### config.mk
export PLATFORM = sky130hd
export DESIGN_NAME = poly_voice_mixer
export DESIGN_NICKNAME = d
export VERILOG_FILES = /design/src/rtl/poly_voice_mixer.sv
export SDC_FILE = /design/constraint.sdc
export NUM_CORES = 1
export LEC_CHECK = 0
export ABC_AREA = 1
export BUFFER_PORTS_ARGS = -buffer_cell sky130_fd_sc_hd__buf_2
export CAP_MARGIN = 20
export CORE_MARGIN = 2
export CORE_UTILIZATION = 50
export DETAILED_ROUTE_END_ITERATION = 10
export GPL_TIMING_DRIVEN = 0
export PLACE_DENSITY = 0.79
export SYNTH_ARGS = -nofsm -noshare
export SYNTH_HDL_FRONTEND = slang
export SYNTH_SLANG_ARGS = --single-unit
### constraint.sdc
create_clock -name clk_in -period 6.5 [get_ports clk_in]
set_input_delay 0.975 -clock clk_in [delete_from_list [all_inputs] [get_ports clk_in]]
set_output_delay 0.975 -clock clk_in [all_outputs]
set_load 0.01 [all_outputs]
### src/rtl/poly_voice_mixer.sv
// Polyphonic voice allocator (retrigger, free slot, oldest steal) with a two-stage sample mixer.
// Define MIX_AUTOGAIN_EN to scale the mix by the active voice count and saturate it.
module poly_voice_mixer #(
    parameter int NUM_VOICES   = 4,
    parameter int SAMPLE_WIDTH = 8,
    parameter int RATE_WIDTH   = 24,
    parameter int AGE_WIDTH    = 4
) (
    input  logic                             clk_in,
    input  logic                             rst_in,
    input  logic                             evt_valid_in,
    output logic                             evt_ready_out,
    input  logic                             evt_note_on_in,
    input  logic [6:0]                       evt_note_in,
    input  logic [RATE_WIDTH-1:0]            evt_rate_in,
    input  logic                             all_off_in,
    output logic [NUM_VOICES-1:0]            voice_on_out,
    output logic [NUM_VOICES*RATE_WIDTH-1:0] voice_rate_out,
    input  logic [NUM_VOICES*SAMPLE_WIDTH-1:0] voice_sample_in,
    output logic [$clog2(NUM_VOICES):0]      active_cnt_out,
    output logic [SAMPLE_WIDTH-1:0]          mix_out
);
    localparam int IW   = $clog2(NUM_VOICES);
    localparam int CW   = IW + 1;
    localparam int SUMW = SAMPLE_WIDTH + IW;

    // Event handshake: an event transfers on a clock edge where evt_valid_in && evt_ready_out;
    // evt_ready_out is high only while idle, so at most one event is in flight.
    typedef enum logic [1:0] {IDLE, SCAN, COMMIT} state_t;
    state_t state, state_next;

    logic                  accept;
    logic [IW-1:0]         scan_idx;
    logic                  ev_on;
    logic [6:0]            ev_note;
    logic [RATE_WIDTH-1:0] ev_rate;

    logic [NUM_VOICES-1:0] voice_on;
    logic [6:0]            note [NUM_VOICES];
    logic [RATE_WIDTH-1:0] rate [NUM_VOICES];
    logic [AGE_WIDTH-1:0]  age  [NUM_VOICES];

    logic                  match_found, free_found, old_found;
    logic [IW-1:0]         match_idx, free_idx, old_idx, tgt;
    logic [AGE_WIDTH-1:0]  old_age;

    always_comb begin
        state_next    = state;
        evt_ready_out = 1'b0;
        case (state)
            IDLE: begin
                evt_ready_out = 1'b1;
                if (evt_valid_in) state_next = SCAN;
            end
            SCAN:    if (scan_idx == IW'(NUM_VOICES - 1)) state_next = COMMIT;
            COMMIT:  state_next = IDLE;
            default: state_next = IDLE;
        endcase
    end

    assign accept = evt_valid_in && evt_ready_out;

    always_ff @(posedge clk_in or negedge rst_in) begin
        if (!rst_in) begin
            state    <= IDLE;
            scan_idx <= '0;
            ev_on    <= 1'b0;
            ev_note  <= '0;
            ev_rate  <= '0;
        end else begin
            state <= state_next;
            if (accept) begin
                scan_idx <= '0;
                ev_on    <= evt_note_on_in;
                ev_note  <= evt_note_in;
                ev_rate  <= evt_rate_in;
            end else if (state == SCAN) begin
                scan_idx <= scan_idx + 1'b1;
            end
        end
    end

    // One voice per SCAN cycle. A panic during the scan leaves every voice examined so far free.
    always_ff @(posedge clk_in or negedge rst_in) begin
        if (!rst_in) begin
            match_found <= 1'b0;
            free_found  <= 1'b0;
            old_found   <= 1'b0;
            match_idx   <= '0;
            free_idx    <= '0;
            old_idx     <= '0;
            old_age     <= '0;
        end else if (accept) begin
            match_found <= 1'b0;
            free_found  <= 1'b0;
            old_found   <= 1'b0;
        end else if (state == SCAN) begin
            if (all_off_in) begin
                match_found <= 1'b0;
                old_found   <= 1'b0;
                free_found  <= 1'b1;
                free_idx    <= '0;
            end else if (voice_on[scan_idx]) begin
                if (!match_found && note[scan_idx] == ev_note) begin
                    match_found <= 1'b1;
                    match_idx   <= scan_idx;
                end
                if (!old_found || age[scan_idx] > old_age) begin
                    old_found <= 1'b1;
                    old_idx   <= scan_idx;
                    old_age   <= age[scan_idx];
                end
            end else if (!free_found) begin
                free_found <= 1'b1;
                free_idx   <= scan_idx;
            end
        end
    end

    always_comb begin
        tgt = old_idx;
        if (free_found)  tgt = free_idx;
        if (match_found) tgt = match_idx;
    end

    always_ff @(posedge clk_in or negedge rst_in) begin
        if (!rst_in) begin
            voice_on <= '0;
            for (int i = 0; i < NUM_VOICES; i++) begin
                note[i] <= '0;
                rate[i] <= '0;
                age[i]  <= '0;
            end
        end else if (all_off_in) begin
            voice_on <= '0;
            for (int i = 0; i < NUM_VOICES; i++) age[i] <= '0;
        end else if (state == COMMIT) begin
            if (ev_on) begin
                for (int i = 0; i < NUM_VOICES; i++) begin
                    if (IW'(i) == tgt) begin
                        voice_on[i] <= 1'b1;
                        note[i]     <= ev_note;
                        rate[i]     <= ev_rate;
                        age[i]      <= '0;
                    end else if (voice_on[i] && age[i] != '1) begin
                        age[i] <= age[i] + 1'b1;
                    end
                end
            end else if (match_found) begin
                voice_on[match_idx] <= 1'b0;
                age[match_idx]      <= '0;
            end
        end
    end

    assign voice_on_out = voice_on;
    for (genvar g = 0; g < NUM_VOICES; g++) begin : g_rate
        assign voice_rate_out[g*RATE_WIDTH +: RATE_WIDTH] = rate[g];
    end

    logic [CW-1:0]          cnt_next;
    logic signed [SUMW-1:0] sum_next, sum_r;

    always_comb begin
        cnt_next = '0;
        sum_next = '0;
        for (int i = 0; i < NUM_VOICES; i++) begin
            cnt_next = cnt_next + CW'(voice_on[i]);
            if (voice_on[i])
                sum_next = sum_next + SUMW'($signed(voice_sample_in[i*SAMPLE_WIDTH +: SAMPLE_WIDTH]));
        end
    end

`ifdef MIX_AUTOGAIN_EN
    localparam logic signed [SUMW-1:0] MAX_V = {{(IW+1){1'b0}}, {(SAMPLE_WIDTH-1){1'b1}}};
    localparam logic signed [SUMW-1:0] MIN_V = {{(IW+1){1'b1}}, {(SAMPLE_WIDTH-1){1'b0}}};
    logic [CW-1:0]          gain_shift;
    logic signed [SUMW-1:0] scaled;
    logic [SAMPLE_WIDTH-1:0] mix_next;

    // Shift is ceil(log2(count)); the count is registered alongside sum_r, so both describe the same voices.
    always_comb begin
        gain_shift = '0;
        for (int k = 0; k < IW; k++)
            if ((CW'(1) << k) < active_cnt_out) gain_shift = CW'(k + 1);
        scaled = sum_r >>> gain_shift;
        if (scaled > MAX_V)      mix_next = MAX_V[SAMPLE_WIDTH-1:0];
        else if (scaled < MIN_V) mix_next = MIN_V[SAMPLE_WIDTH-1:0];
        else                     mix_next = scaled[SAMPLE_WIDTH-1:0];
    end
`else
    logic signed [SUMW-1:0]  scaled;
    logic [SAMPLE_WIDTH-1:0] mix_next;

    always_comb begin
        scaled   = sum_r >>> IW;
        mix_next = scaled[SAMPLE_WIDTH-1:0];
    end
`endif

    always_ff @(posedge clk_in or negedge rst_in) begin
        if (!rst_in) begin
            active_cnt_out <= '0;
            sum_r          <= '0;
            mix_out        <= '0;
        end else begin
            active_cnt_out <= cnt_next;
            sum_r          <= sum_next;
            mix_out        <= mix_next;
        end
    end
endmodule

# Word level (Yosys, flattened, before mapping)
# Index checks and enable logic that the tools add are counted.
[op_classes] add_sub_neg=11 order_cmp=7 eq_ne=24 mux=61 bitwise=8 reduce_logical=38
[op_table] operator="$mux W16" count=4
[op_table] operator="$mux W4" count=15
[op_table] operator="$mux W10" count=4
[op_table] operator="$add A10 B8 Y10" count=3
[op_table] operator="$reduce_and A3 Y1" count=10
[op_table] operator="$mux W1" count=21
[op_table] operator="$reduce_and A4 Y1" count=5
[op_table] operator="$mux W2" count=9
[op_table] operator="$add A4 B1 Y4 const B" count=4
[op_table] operator="$and A16 B16 Y16" count=1
[op_table] operator="$ne A4 B2 Y1 const B" count=4
[op_table] operator="$ne A4 B4 Y1 const B" count=4
[op_table] operator="$not A16 Y16" count=1
[op_table] operator="$bmux W7 S2" count=1
[op_table] operator="$mux W7" count=2
[op_table] operator="$ne A3 B2 Y1 const B" count=4
[op_table] operator="$reduce_bool A3 Y1" count=4
[op_table] operator="$reduce_and A5 Y1" count=2
[op_table] operator="$bmux W4 S2" count=1
[op_table] operator="$demux W4 S2" count=1
[op_table] operator="$logic_and A1 B1 Y1" count=8
[op_table] operator="$ne A2 B2 Y1 const B" count=4
[op_table] operator="$eq A7 B7 Y1" count=1
[op_table] operator="$ge A3 B3 Y1 const B" count=2
[op_table] operator="other kinds (25)" count=34
[totals] register_bits=214 in_bits=68 out_inout_bits=112 wordCells=180

# Depth between registers and ports, before layout
[logic_depth] word_depth=11 mapped_depth=36 depth_no_buf=35

# Least setup slack after synthesis
# No wires, ideal clock.
[synth_timing] kind="input to register" startpoint="input voice_sample_in[0]" endpoint="register sum_r[9]" t_arrival_ns=4.367 slack_ns=2.017 stages=30 path_cell_list="nand2_1 inv_1 ha_1 inv_1 fa_1 nor2_1 o21ai_0 nand2_1 xor2_1 o21ai_0 inv_1 ha_1 nand2_1 inv_1 nand2_1 nand2_1 a21oi_1 xor2_1 nand2_1 and2_1 ha_1 nand2_1 nor3_1 nand2_1 nand2_1 nor2_1 nor2_1 inv_1 nand2_1 nand2_1"
[synth_between] elab_chain_len=7
[synth_rtl] item="start: declaration" line="19" rtl="input logic [NUM_VOICES*SAMPLE_WIDTH-1:0] voice_sample_in,"
[synth_rtl] item="$mux W10 (*)" line="169" rtl="if (voice_on[i])"
[synth_rtl] item="$add A10 B8 Y10" line="170" rtl="sum_next = sum_next + SUMW'($signed(voice_sample_in[i*SAMPLE_WIDTH +: SAMPLE_WIDTH]));"
[synth_rtl] item="$mux W10 (*)" line="169"
[synth_rtl] item="$add A10 B8 Y10" line="170"
[synth_rtl] item="$mux W10 (*)" line="169"
[synth_rtl] item="$add A10 B8 Y10" line="170"
[synth_rtl] item="$mux W10 (*)" line="169"
[synth_rtl] item="named net sum_next[9]" line="162" rtl="logic signed [SUMW-1:0] sum_next, sum_r;"
[synth_rtl] item="end signal: assignment" line="208" rtl="sum_r <= sum_next;"
[synth_rtl] item="end: declaration" line="162"
# Mark *: on every way through the listed nets, which the timed path passes. The rest lies on a longest branch.
# A chain may end at the register's enable or synchronous reset.

# Worst setup path after layout
[layout_timing] startpoint="register voice_on[0], in the netlist voice_on_out[0]" endpoint="register sum_r[9]"
[layout_between] elab_chain_len=7
[layout_rtl] item="start: declaration" line="38" rtl="logic [NUM_VOICES-1:0] voice_on;"
[layout_rtl] item="start signal: assignment" line="128" rtl="voice_on <= '0;"
[layout_rtl] item="start signal: assignment" line="135" rtl="voice_on <= '0;"
[layout_rtl] item="start signal: indexed assignment" line="141" rtl="voice_on[i] <= 1'b1;"
[layout_rtl] item="$mux W10 (*)" line="169"
[layout_rtl] item="$add A10 B8 Y10" line="170"
[layout_rtl] item="$mux W10 (*)" line="169"
[layout_rtl] item="$add A10 B8 Y10" line="170"
[layout_rtl] item="$mux W10 (*)" line="169"
[layout_rtl] item="$add A10 B8 Y10" line="170"
[layout_rtl] item="$mux W10 (*)" line="169"
[layout_rtl] item="named net sum_next[9]" line="162"
# Marks and branches as above.

==> flow_summary_export.csv <==
group,metric,value,unit
critical_path,crit_path_end_kind,"register",
timing,min_period,5.15,ns
logic_synthesis,ys_seq_elements,212,
pwr,leakage,6.49,nW
route,ant_nets,0,
cts,cts-buffers-inserted,23,
critical_path,worst_setup_path_start_kind,"register",
logic_synthesis,synth_area,10300,µm²
cts,post_cts_buffers,0,
timing,slew_violations,0,
logic_synthesis,yosysSeqAreaShare,0.517,
cts,cts_root_buf,"clkbuf_16",
route,dr.pass1.iters,7,
logic_synthesis,synth_area_leaders,"dfrtp_1 (52%), nand2_1 (14%), o21ai_0 (5.3%), o21ai_1 (4.8%), inv_1 (4.3%)",
critical_path,crit_fanout,10,
timing,post-route-period-util,0.792,
layout,fillers,1734,
cts,clkTransAtPathRegs,0.06,ns
route,routed_wl,27900,µm
critical_path,critPathRequiredTime,6.89,ns
cts,cts_hold_buffers,0,
logic_synthesis,yosysUniqueCellTypes,50,
route,drc_errors,0,
critical_path,arrival,5.54,ns
place,gp_congestion,0.912,
logic_synthesis,synthesis.nets,1324,
critical_path,crit_top_cell,"nand2_1",
cts,cts_tree,"yes",
logic_synthesis,async_flop_share,1.00,
floorplan,ios,180,
timing,setup_viol,0,
grt,overflow,0,
timing,slew_headroom,0.505,
cts,clkLatencyLatePin,0.50,ns
pwr,peakVddDrop,253,µV
outcome,status,"completed",
logic_synthesis,synth-edff-count,0,
timing,layout_setup_ws,1.35,ns
grt,first_global_vias,9110,
cts,cts_sinks,212,
place,numPortBuffers,178,
route,vias,9074,
floorplan,die_w,147,µm
timing,hold_viol,0,
logic_synthesis,synth.top_cell.area_share,0.517,
timing,skew,0.00746,ns
floorplan,die_y,147,µm
critical_path,path_class,"reg2reg",
route,wl_per_cell,16.3,µm
min_path,min_path_type,"reg2reg",
grt,grtUsageTotal,0.262,
logic_synthesis,yosysTopAreaCell,"dfrtp_1",
logic_synthesis,synthCells,1218,
grt,grt_max_degree,117,
layout,drive_above_1_share,0.200,
cts,clockBufferDepth,3,
floorplan,die-area,21700,µm²
floorplan,core.rowCount,52,
timing,rsz0062_at_grt,"false",
logic_synthesis,yosysWarnings,0,
grt,antenna_found_initial,0,
grt,grt_pass1_wl,46000,µm
cts,htreeDepth,1,
logic_synthesis,ys.flop_type,"dfrtp_1",
timing,finalSetupTns,0,ns
layout,fin_nets,1528,
place,dp_slack,1.14,ns
timing,worst_pin_slew,0.742,ns
route,drt_iter0_markers,601,
route,via_per_inst,5.31,
pwr,p_per_area,432,nW/µm²
logic_synthesis,postSynthAreaPerCell,8.43,µm²
cts,cts_resized,0,
timing,max_freq,0.194,GHz
place,hpwlAfterDp,19600,µm
layout,antenna_cells,0,
critical_path,critPathMaxStageDelay,0.48,ns
critical_path,crit_slowest_cell,"dfrtp_1",
layout,areaGrowthSynthToFinish,19.9,%
floorplan,initial_utilization,0.509,
flow_run,drv_cap,0,
timing,fin_hold_ws,0.347,ns
floorplan,core_region_area,20200,µm²
## final cells by class
| cell class | instances | area (µm²) | share of cell area |
|---|---|---|---|
| plain buffers | 45 | 243 | 0.0197 |
| flip-flops and latches | 212 | 5310 | 0.431 |
| multi-input cells | 836 | 4250 | 0.345 |
| clock inverters | 8 | 96.3 | 0.00782 |
| well taps | 270 | 338 | 0.0274 |
| repair buffers | 179 | 928 | 0.0754 |
| inverters | 125 | 472 | 0.0383 |
| clock buffers | 33 | 683 | 0.0555 |
## metal layers
metal,vias up,part of all wire,GRT usage
met1,4288,0.41,0.341
met5,-,0,0
met3,63,0.10,0.0764
met2,362,0.46,0.426
met4,0,0.025,0.0837
li1,4361,-,-
## critical path: cells and delay by family, from the launching register on
family	cells	cell delay, ns
adders and majority gates	4	1.27
buffers and inverters	7	0.68
and+or+nand+nor	20	1.65
xor gates and xnor gates	1	0.08
AOI/OAI and AO/OA	4	0.88
DFF	1	0.48
## where the power goes
| part | internal (mW) | total (mW) | switching [mW] |
|---|---|---|---|
| registers | 1.73 | 1.95 | 0.223 |
| clock network | 0.808 | 1.33 | 0.526 |
| logic | 0.710 | 2.03 | 1.32 |
## synth_stat cells (3+ instances only)
| master | number |
|---|---|
| nor2_2 | 4 |
| ha_1 | 35 |
| nor2_1 | 38 |
| nand2_2 | 4 |
| xor2_1 | 13 |
| clkbuf_1 | 9 |
| o21bai_1 | 3 |
| a21oi_1 | 25 |
| nand3_2 | 4 |
| inv_2 | 7 |
| o22ai_1 | 3 |
| fa_1 | 3 |
| buf_4 | 4 |
| inv_1 | 117 |
| and2_1 | 3 |
| o21ai_1 | 99 |
| a31oi_1 | 3 |
| xnor2_1 | 5 |
| nand3_1 | 72 |
| o21ai_0 | 108 |
| nand4_1 | 7 |
| nor2_4 | 3 |
| or2_2 | 3 |
| buf_2 | 28 |
| dfrtp_1 | 212 |
| nand2_1 | 373 |
## flip-flops by register name (all words and copies together) (netlist names), 2 cells and up
signal / flops
scan_idx: 2
active_cnt_out: 3
old_idx: 2
mix_out: 8
voice_on_out: 4
sum_r: 8
state: 2
match_idx: 2
ev_note: 7
age: 16
old_age: 4
note: 28
voice_rate_out: 96
free_idx: 2
ev_rate: 24
## path summary, 6_finish.rpt
path                       depth (start not counted)                      end  slack [ns]                        start
setup / recovery                                  36       sum_r[9]$_DFF_PN0_        1.35  voice_on_out[0]$_DFFE_PN0P_
min in group asynchronous                          1   old_age[1]$_DFFE_PN0P_        0.50                       rst_in
hold / removal                                     0     mix_out[2]$_DFF_PN0_        0.35           sum_r[4]$_DFF_PN0_
hold reg to reg                                    0     mix_out[2]$_DFF_PN0_        0.35           sum_r[4]$_DFF_PN0_
max in group asynchronous                          2  ev_rate[16]$_DFFE_PN0P_        5.01                       rst_in
setup reg to reg                                  36       sum_r[9]$_DFF_PN0_        1.35  voice_on_out[0]$_DFFE_PN0P_
## cells by family (layout without fill, tap and decap cells)
group,Yosys count,after routing,share of synthesized area
AND/OR/NAND/NOR,521,521,0.214
AO/OA/AOI/OAI,259,259,0.136
flip-flops,212,212,0.517
buffers and inverters,170,390,0.0696
adder cells (fa/ha/maj),38,38,0.0485
XOR/XNOR,18,18,0.0154
## per-stage QoR
step | utilization | total power, mW | cells | cell area [µm²]
after global placement | 0.570 | 3.89 | 1666 | 11500
final | 0.611 | 5.32 | 1708 | 12300
after detailed placement | 0.572 | 3.97 | 1667 | 11500
after global routing | 0.611 | 5.70 | 1708 | 12300
after floorplan | - | 3.28 | 1218 | 10300
after CTS | 0.611 | 5.32 | 1708 | 12300
## layout by cell type, fill, tap and decap left out, types with 7 or more instances in the layout
cell type / synthesis / layout
nand2_1: 373 / 373
dfrtp_1: 212 / 212
buf_2: 28 / 205
inv_1: 117 / 117
o21ai_0: 108 / 108
o21ai_1: 99 / 99
nand3_1: 72 / 72
nor2_1: 38 / 38
ha_1: 35 / 35
a21oi_1: 25 / 25
clkbuf_16: 0 / 23
xor2_1: 13 / 13
clkbuf_1: 9 / 12
inv_2: 7 / 7
nand4_1: 7 / 7
clkbuf_8: 0 / 7
No activity file was read; power rests on OpenSTA's default activity.
